===== src/rtl/dram_wbuf_arbiter.sv =====
// Shares one single-outstanding DRAM port between imem reads and dmem traffic.
// dmem writes are posted through a FIFO; a read that aliases a queued write waits for it.
module dram_wbuf_arbiter #(
  parameter int MEM_SCALE = 27,
  parameter int DEPTH     = 4
) (
  input  logic                 clk,
  input  logic                 rst,
  input  logic                 ioe,
  input  logic [MEM_SCALE-1:0] iaddr,
  output logic [31:0]          irdata,
  output logic                 ivalid,
  input  logic                 doe,
  input  logic [MEM_SCALE-1:0] daddr,
  input  logic [31:0]          dwdata,
  input  logic [3:0]           dwe,
  output logic [31:0]          drdata,
  output logic                 dvalid,
  output logic                 dwritten,
  output logic                 dram_oe,
  output logic [MEM_SCALE-1:0] dram_addr,
  output logic [31:0]          dram_wdata,
  output logic [3:0]           dram_we,
  input  logic [31:0]          dram_rdata,
  input  logic                 dram_valid,
  input  logic                 dram_written
);
  localparam int PW = $clog2(DEPTH);
  localparam int CW = PW + 1;
  localparam logic [CW-1:0] FULL = CW'(DEPTH);

  typedef enum logic [1:0] {IDLE, RD_I, RD_D, WR} state_e;
  state_e state_q, state_d;

  logic                 ipend_q, ipend_d, dpend_q, dpend_d, wpend_q, wpend_d;
  logic [MEM_SCALE-1:0] iaddr_q, daddr_q, waddr_q;
  logic [31:0]          wdata_q;
  logic [3:0]           wbe_q;

  logic [MEM_SCALE-1:0] f_addr_q [DEPTH];
  logic [31:0]          f_data_q [DEPTH];
  logic [3:0]           f_be_q   [DEPTH];
  logic [PW-1:0]        wptr_q, rptr_q;
  logic [CW-1:0]        cnt_q, cnt_d;

  logic                 ivalid_q, dvalid_q, dwritten_q;
  logic [31:0]          irdata_q, drdata_q;

  logic                 wr_in, wr_req, push, pop, ilaunch, dlaunch, iconf, dconf;
  logic [MEM_SCALE-1:0] push_addr;
  logic [31:0]          push_data;
  logic [3:0]           push_be;

  assign wr_in     = doe && (dwe != 4'b0);
  assign wr_req    = wr_in || wpend_q;
  // Room is judged on the count before the edge; a same-edge pop does not free a slot.
  assign push      = wr_req && (cnt_q < FULL);
  assign push_addr = wr_in ? daddr  : waddr_q;
  assign push_data = wr_in ? dwdata : wdata_q;
  assign push_be   = wr_in ? dwe    : wbe_q;
  assign pop       = (state_q == WR) && dram_written;
  assign cnt_d     = cnt_q + CW'(push) - CW'(pop);

  always_comb begin
    iconf = 1'b0;
    dconf = 1'b0;
    for (int i = 0; i < DEPTH; i++) begin
      logic [PW-1:0] off;
      off = PW'(i) - rptr_q;
      if (CW'(off) < cnt_q) begin
        if (f_addr_q[i][MEM_SCALE-1:2] == iaddr_q[MEM_SCALE-1:2]) iconf = 1'b1;
        if (f_addr_q[i][MEM_SCALE-1:2] == daddr_q[MEM_SCALE-1:2]) dconf = 1'b1;
      end
    end
  end

  always_comb begin
    state_d    = state_q;
    dram_oe    = 1'b0;
    dram_addr  = '0;
    dram_wdata = '0;
    dram_we    = 4'b0;
    ilaunch    = 1'b0;
    dlaunch    = 1'b0;
    case (state_q)
      IDLE: begin
        if (cnt_q == FULL)            state_d = WR;
        else if (dpend_q && !dconf)   state_d = RD_D;
        else if (ipend_q && !iconf)   state_d = RD_I;
        else if (cnt_q != '0)         state_d = WR;
        case (state_d)
          WR: begin
            dram_oe    = 1'b1;
            dram_addr  = f_addr_q[rptr_q];
            dram_wdata = f_data_q[rptr_q];
            dram_we    = f_be_q[rptr_q];
          end
          RD_D: begin
            dram_oe   = 1'b1;
            dram_addr = daddr_q;
            dlaunch   = 1'b1;
          end
          RD_I: begin
            dram_oe   = 1'b1;
            dram_addr = iaddr_q;
            ilaunch   = 1'b1;
          end
          default: ;
        endcase
      end
      RD_I:    if (dram_valid)   state_d = IDLE;
      RD_D:    if (dram_valid)   state_d = IDLE;
      WR:      if (dram_written) state_d = IDLE;
      default: state_d = IDLE;
    endcase
  end

  assign ipend_d = ioe || (ipend_q && !ilaunch);
  assign dpend_d = (doe && (dwe == 4'b0)) || (dpend_q && !dlaunch);
  assign wpend_d = wr_req && !push;

  always_ff @(posedge clk) begin
    if (rst) begin
      state_q    <= IDLE;
      ipend_q    <= 1'b0;
      dpend_q    <= 1'b0;
      wpend_q    <= 1'b0;
      wptr_q     <= '0;
      rptr_q     <= '0;
      cnt_q      <= '0;
      ivalid_q   <= 1'b0;
      dvalid_q   <= 1'b0;
      dwritten_q <= 1'b0;
    end else begin
      state_q    <= state_d;
      ipend_q    <= ipend_d;
      dpend_q    <= dpend_d;
      wpend_q    <= wpend_d;
      cnt_q      <= cnt_d;
      if (push) wptr_q <= wptr_q + 1'b1;
      if (pop)  rptr_q <= rptr_q + 1'b1;
      ivalid_q   <= (state_q == RD_I) && dram_valid;
      dvalid_q   <= (state_q == RD_D) && dram_valid;
      dwritten_q <= push;
    end
  end

  always_ff @(posedge clk) begin
    if (ioe) iaddr_q <= iaddr;
    if (doe) daddr_q <= daddr;
    if (wr_in) begin
      waddr_q <= daddr;
      wdata_q <= dwdata;
      wbe_q   <= dwe;
    end
    if (push) begin
      f_addr_q[wptr_q] <= push_addr;
      f_data_q[wptr_q] <= push_data;
      f_be_q[wptr_q]   <= push_be;
    end
    if ((state_q == RD_I) && dram_valid) irdata_q <= dram_rdata;
    if ((state_q == RD_D) && dram_valid) drdata_q <= dram_rdata;
  end

  assign irdata   = irdata_q;
  assign ivalid   = ivalid_q;
  assign drdata   = drdata_q;
  assign dvalid   = dvalid_q;
  assign dwritten = dwritten_q;
endmodule


===== config.mk =====
export PLATFORM = sky130hd
export DESIGN_NAME = dram_wbuf_arbiter
export DESIGN_NICKNAME = d
export VERILOG_FILES = /design/src/rtl/dram_wbuf_arbiter.sv
export SDC_FILE = /design/constraint.sdc
export NUM_CORES = 1
export LEC_CHECK = 0
export BUFFER_PORTS_ARGS = -buffer_cell sky130_fd_sc_hd__buf_2
export CORE_MARGIN = 2
export CORE_UTILIZATION = 30
export CTS_CLUSTER_DIAMETER = 60
export CTS_CLUSTER_SIZE = 30
export DETAILED_ROUTE_END_ITERATION = 16
export PLACE_DENSITY_LB_ADDON = 0.1
export SYNTH_ARGS = -nofsm -noshare
export SYNTH_HDL_FRONTEND = slang
export SYNTH_SLANG_ARGS = --single-unit
export TNS_END_PERCENT = 20

===== constraint.sdc =====
create_clock -name clk -period 5.2 [get_ports clk]
set_input_delay 0.52 -clock clk [delete_from_list [all_inputs] [get_ports clk]]
set_output_delay 0.52 -clock clk [all_outputs]
set_load 0.01 [all_outputs]

==> metrics.yaml, run 1 <==
status: "complete, no violations"
total_power_uw: 10800
nets: 1511
post_cts.resized_instances: 0
cts_setup_buffers: 0
p_per_area_nw_per_um2: 477
skew_ns: 0.0218
hold_buffers: 0
r2r-end: "state_q[0]$_SDFFE_PP0P_"
num_rows: 92
fmax_mhz: 213
io_buffers: 258
syn_nets: 1278
p_leak_uw: 0.00810
chipHeight_um: 257
vias: 10300
clockBufferDepth: 3
grt-busiest-layer: "met2"
async_flop_share: 0
path_class: "reg -> out"
routabilityCongestion: 0.887
wire_per_inst_um: 24.8
clkPwrFrac: 0.310
synth_area_um2: 19200
area_growth_pct: 18.6
ys.flop_type: "edfxtp_1"
swShare: 0.328
syn_area_per_cell_um2: 16.9
ys_top_cells_by_count: "370 x edfxtp_1, 177 x xor2_1, 80 x dfxtp_1, 63 x mux4_2, 59 x mux2_2"
power_frac_comb: 0.257
cp.arrival_ns: 4.18
ant_nets: 0
antenna_found_initial: 13
grt_pass1_wl_um: 80200
critPathLaunchType: "flop"
r2r_setup_slack_ns: 2.03
start_util: 0.304
routed_wl_um: 55700
die_x_um: 257
slew_violations: 0
grt_max_degree: 54
hold_slack_ns: 0.107
die-area_um2: 65900
rsz0062_at_grt: "no"
clockRootBuffer: "clkbuf_16"
synth_edf_count: 370
fin_tns_setup_ns: 0
slew-limit-headroom: 0.302
netlist_instances: 1134
cts_tree: "built"
setup_violations: 0
finalCriticalPeriod_ns: 4.70
cp_max_fo: 32
worst_pin_slew_ns: 1.05
clock-sinks: 450
cp.required_ns: 4.68
yosysTopAreaCell: "edfxtp_1"
ir_drop_mv: 0.314
reg2reg_from: "cnt_q[1]$_SDFF_PP0_"
antenna_cells: 0
yosysWarnings: 0
met3_usage: 0.0399
insertion_delay_ns: 0.59
clk_pin_slew_ns: 0.08
yosysMostFrequentCell: "edfxtp_1"
htree_levels: 2
r2r_cells: 10
drcViolationCount: 0
cp-endpoint: "dram_addr[14]"
yosys-top-cells-area: "edfxtp_1 58%, dfxtp_1 8.4%, xor2_1 8.1%"
dp_hpwl_um: 37600
hold_violations: 0
first_pass_iters: 5
cp-end-kind: "output pin"
setup.worst_path.start: "cnt_q[1]$_SDFF_PP0_"
seqPwrFrac: 0.433
ioPinCount: 259
synth_seq_cells: 450
grt_usage: 0.169
use_met1: 0.222
core_um2: 63100
grt_overflow_total: 0
via_per_inst: 4.60
grt_use_met2: 0.280
ys_types: 46
internal-power_uw: 7270
ys_seq_area_frac: 0.664
drtIter0Drc: 505
cts_buffers: 43
max-cap-violations: 0
switching_power_uw: 3550
post_route_cells_drive_above_1_share: 0.372
synth.top_cell.area_share: 0.580
grt_pass1_vias: 11200
min_period_over_period: 0.904
hold_path.class: "in -> reg"
## metrics by stage
stage / instances / area (µm²) / utilization / worst slack [ns]
4_1_cts: 2248 / 22700 / 0.360 / 0.426
5_1_grt: 2248 / 22700 / 0.360 / 0.284
6_report: 2248 / 22700 / 0.360 / 0.498
2_1_floorplan: 1134 / 19200 / - / 1.90
3_3_place_gp: 2168 / 21200 / 0.336 / 1.08
3_5_place_dp: 2168 / 21200 / 0.336 / 1.09
## state kept, by name, summed over array words and instances, names as in the netlist, 2 cells and up, named ones only
name and count:
f_data_q 128, f_addr_q 108, drdata 32, irdata 32, wdata_q 32, daddr_q 27, iaddr_q 27, waddr_q 27
f_be_q 16, wbe_q 4, cnt_q 3, rptr_q 2, state_q 2, wptr_q 2
## logic make-up (layout without fill, tap and decap cells)
logic type / Yosys count / after routing / synth area share
flops: 450 / 450 / 0.664
xor+xnor: 206 / 206 / 0.0942
simple gates: 162 / 162 / 0.0584
mux: 150 / 150 / 0.123
buf+inv: 102 / 370 / 0.0292
compound gates: 48 / 48 / 0.0204
fa+ha+maj: 16 / 16 / 0.0108
## worst max-delay path, cell delays in order (launching register included)
cell and delay, ns:
dfxtp_1 0.42, inv_1 0.13, ha_1 0.31, a21oi_1 0.07
nor2_1 0.29, o41ai_1 0.14, or4_1 0.63, o22ai_4 0.21
buf_4 0.58, mux2i_1 0.16, o2bb2ai_1 0.42, buf_2 0.23
## how the worst min path moves through the flow
stage / cells past startpoint / to / slack, ns / from
final: 1 / iaddr_q[24]$_DFFE_PP_ / 0.11 / iaddr[24]
after global routing: 1 / iaddr_q[24]$_DFFE_PP_ / 0.06 / iaddr[24]
after CTS: 1 / iaddr_q[0]$_DFFE_PP_ / 0.06 / iaddr[0]
after detailed placement: 2 / state_q[0]$_SDFFE_PP0P_ / 0.49 / state_q[0]$_SDFFE_PP0P_
after global placement: 2 / state_q[1]$_SDFFE_PP0P_ / 0.49 / state_q[1]$_SDFFE_PP0P_
after floorplan: 2 / ipend_q$_SDFF_PP0_ / 0.45 / ipend_q$_SDFF_PP0_
## cell usage in the layout, fill, tap and decap left out, types with 3 or more instances in the layout
cell	instances
inv_16	4
clkinv_2	5
dfxtp_1	78
edfxtp_1	370
nand2_1	17
ha_1	15
a21oi_1	10
mux2i_1	28
and2_4	4
nor4_2	4
clkinvlp_4	7
and2_1	4
nor2b_1	10
a22o_1	3
bufinv_16	4
buf_2	258
mux2_2	59
inv_1	16
inv_6	6
nor2b_2	10
clkinv_8	3
nand4_1	8
mux4_2	63
nand3_1	10
clkbuf_16	43
nor2_1	22
xor2_1	177
nor4_1	44
nor2b_4	20
xnor2_1	29
o2bb2ai_1	27
buf_4	14
clkinv_4	6
## layout make-up
class / instances / area [µm²]
clock buffers: 44 / 1080
inverters: 16 / 60.1
flip-flops and latches: 450 / 12700
fillers: 6181 / 40400
multi-input cells: 582 / 5910
clock inverters: 36 / 443
repair buffers: 274 / 1440
well taps: 846 / 1060
## layer usage
layer,vias to the layer above,share of wire
li1,4708,-
met1,5276,0.44
met2,255,0.48
met3,84,0.053
met4,16,0.021
met5,-,0.0019
## power groups by stage
stage / Combinational (µW) / Sequential, µW / Clock [µW]
floorplan: 1750 / 4670 / 0
global placement: 2850 / 4760 / 0
detailed placement: 2850 / 4770 / 0
CTS: 2860 / 4700 / 3480
global route: 3010 / 4740 / 3610
finish: 2780 / 4690 / 3360
Note: power is estimated with default switching activity, not from simulation.
==> inputs of run 2 (changes only) <==
==> constraint.sdc (replaced) <==
create_clock -name clk -period 5.2 [get_ports clk]
set_input_delay 1.04 -clock clk [delete_from_list [all_inputs] [get_ports clk]]
set_output_delay 1.04 -clock clk [all_outputs]
set_load 0.01 [all_outputs]
==> run 2 against run 1 <==
  * Clock power rose by 4%
  * Clock skew decreased by 0.0050 ns
  * Critical path depth unchanged
  * Non-clock buffer count grew 12
  * Maximum frequency fell by 6.8%
  * Final cell count increased by 0.85%
  * Sequential cell count is the same
  * Core utilization rose by 0.45 points
  * Die area stayed put
  * First-iteration DRC count rose by 18%
  * Register-to-register slack improved by 0.07 ns
  * Final area rose by 1.3%
==> metrics.yaml, run 2 (same netlist as run 1, synthesis figures left out) <==
nets: 1525
min_from: "state_q[0]$_SDFFE_PP0P_"
total_power_uw: 11100
max-cap-violations: 0
wire_per_inst_um: 24.6
die-area_um2: 65900
routed_wl_um: 55700
ant_nets: 0
die_x_um: 257
cts_tree: "built"
clkPwrFrac: 0.317
mostFrequentLayoutCells: "370 x edfxtp_1, 258 x buf_2, 177 x xor2_1"
htree_levels: 2
setup.worst_path.start: "iaddr_q[3]$_DFFE_PP_"
clockBufferDepth: 3
chipHeight_um: 257
place_inst: 2175
drtIter0Drc: 598
fmax_mhz: 198
power_frac_comb: 0.262
clk_pin_slew_ns: 0.07
grt_pass1_vias: 11200
slew-limit-headroom: 0.342
skew_ns: 0.0168
grt_pass1_wl_um: 80900
status: "complete, no violations"
ioPinCount: 259
reg2reg_from: "iaddr_q[3]$_DFFE_PP_"
setup_violations: 0
final_core_util: 0.365
p_leak_uw: 0.00824
min_period_over_period: 0.970
first_pass_iters: 4
start_util: 0.304
num_rows: 92
antenna_found_initial: 13
routabilityCongestion: 0.906
cp_top_family: "simple AND/OR/NAND/NOR gates"
fill_cells: 6101
via_per_inst: 4.62
layout.cells.non_filler: 2267
hold_violations: 0
cts_buffers: 45
internal-power_uw: 7530
clockRootBuffer: "clkbuf_16"
io_buffers: 258
top_regs: "f_data_q: 128 flops, f_addr_q: 108 flops"
seqPwrFrac: 0.422
p_per_area_nw_per_um2: 482
cp.arrival_ns: 4.00
seq_area_um2: 12700
multi_input_area_um2: 5920
path_class: "reg -> out"
core_um2: 63100
insertion_delay_ns: 0.59
slowest_stage: "nor4_1"
rsz0062_at_grt: "yes"
grt_usage: 0.169
cp-end-kind: "output pin"
worst_pin_slew_ns: 0.987
path_cells: "xor2_1, nor4_1, buf_4, nand4_1, o41ai_2, nor4_1, o22ai_4, buf_4, mux2i_1, o2bb2ai_1, buf_2"
drcViolationCount: 0
critical_path_buf_inv_count: 3
top_register: "f_data_q"
slew_violations: 0
final_common_cell: "edfxtp_1"
clock-sinks: 450
swShare: 0.321
switching_power_uw: 3560
grt_max_degree: 50
dp_hpwl_um: 38700
cp.required_ns: 4.16
area_growth_pct: 20.0
vias: 10500
fin_tns_setup_ns: 0
place_area_um2: 21300
ir_drop_mv: 0.235
r2r_setup_slack_ns: 2.10
fin_area_um2: 23000
critPathMaxStageDelay_ns: 0.56
finalCriticalPeriod_ns: 5.04
cp_max_fo: 10
post_route_cells_drive_above_1_share: 0.375
largest_register_ffs: 128
critPathLaunchType: "flop"
hold_path.class: "reg -> reg"
grt_overflow_total: 0
## run 2: cell count changes in the layout (fill, tap and decap cells not counted), sizes merged
cell / delta
diode: +3
buf: +12
clkinv: +5
clkbuf: +6
inv: -1
clkinvlp: -6
## run 2: worst reg2reg max path, stage by stage (launching register included)
cell,delay (ns)
edfxtp_1,0.51
xor2_1,0.22
nor4_1,0.56
buf_4,0.22
nand4_1,0.09
o41ai_2,0.40
o41ai_1,0.19
nand3_1,0.24
or3b_2,0.47
a21oi_1,0.14
## run 2: layout make-up
class,instances,area share
Sequential cell,450,0.553
Multi-Input combinational cell,582,0.257
Timing Repair Buffer,286,0.0702
Clock buffer,50,0.0516
Tap cell,846,0.0460
Clock inverter,34,0.0188
Inverter,16,0.00261
Antenna cell,3,0.000326
## run 2: stage by stage
| stage | worst slack (ns) | hold slack [ns] |
|---|---|---|
| 3_5_place_dp | 0.346 | 0.494 |
| 5_1_grt | -0.0195 | 0.522 |
| 3_3_place_gp | 0.418 | 0.490 |
| 6_report | 0.156 | 0.500 |
| 4_1_cts | 0.0707 | 0.504 |
| 2_1_floorplan | 1.38 | 0.454 |
## run 2: power groups by stage
stage	sequential, µW	combinational (µW)	clock (µW)
2_1_floorplan	4670	1750	0
3_3_place_gp	4760	2900	0
3_5_place_dp	4760	2910	0
4_1_cts	4680	2980	3640
5_1_grt	4730	3150	3770
6_report	4680	2900	3510
## run 2: layer usage
layer | track usage | wire [µm]
met2 | 0.279 | 27000
met1 | 0.218 | 24000
met4 | 0.0460 | 1180
met5 | 0 | 93
met3 | 0.0489 | 3430
## run 2: final timing paths
check                                 end  depth (start not counted)
setup / recovery            dram_addr[24]                         11
hold / removal    state_q[0]$_SDFFE_PP0P_                          2
setup reg to reg  state_q[1]$_SDFFE_PP0P_                          9
hold reg to reg   state_q[0]$_SDFFE_PP0P_                          2
## run 2: repair_timing
item / in CTS / in global routing
buffers inserted: 5 / 0
gates resized for setup: 0 / 1
setup endpoints to repair: 60 / 4
hold buffers: 0 / 0
pin swaps: 2 / 0
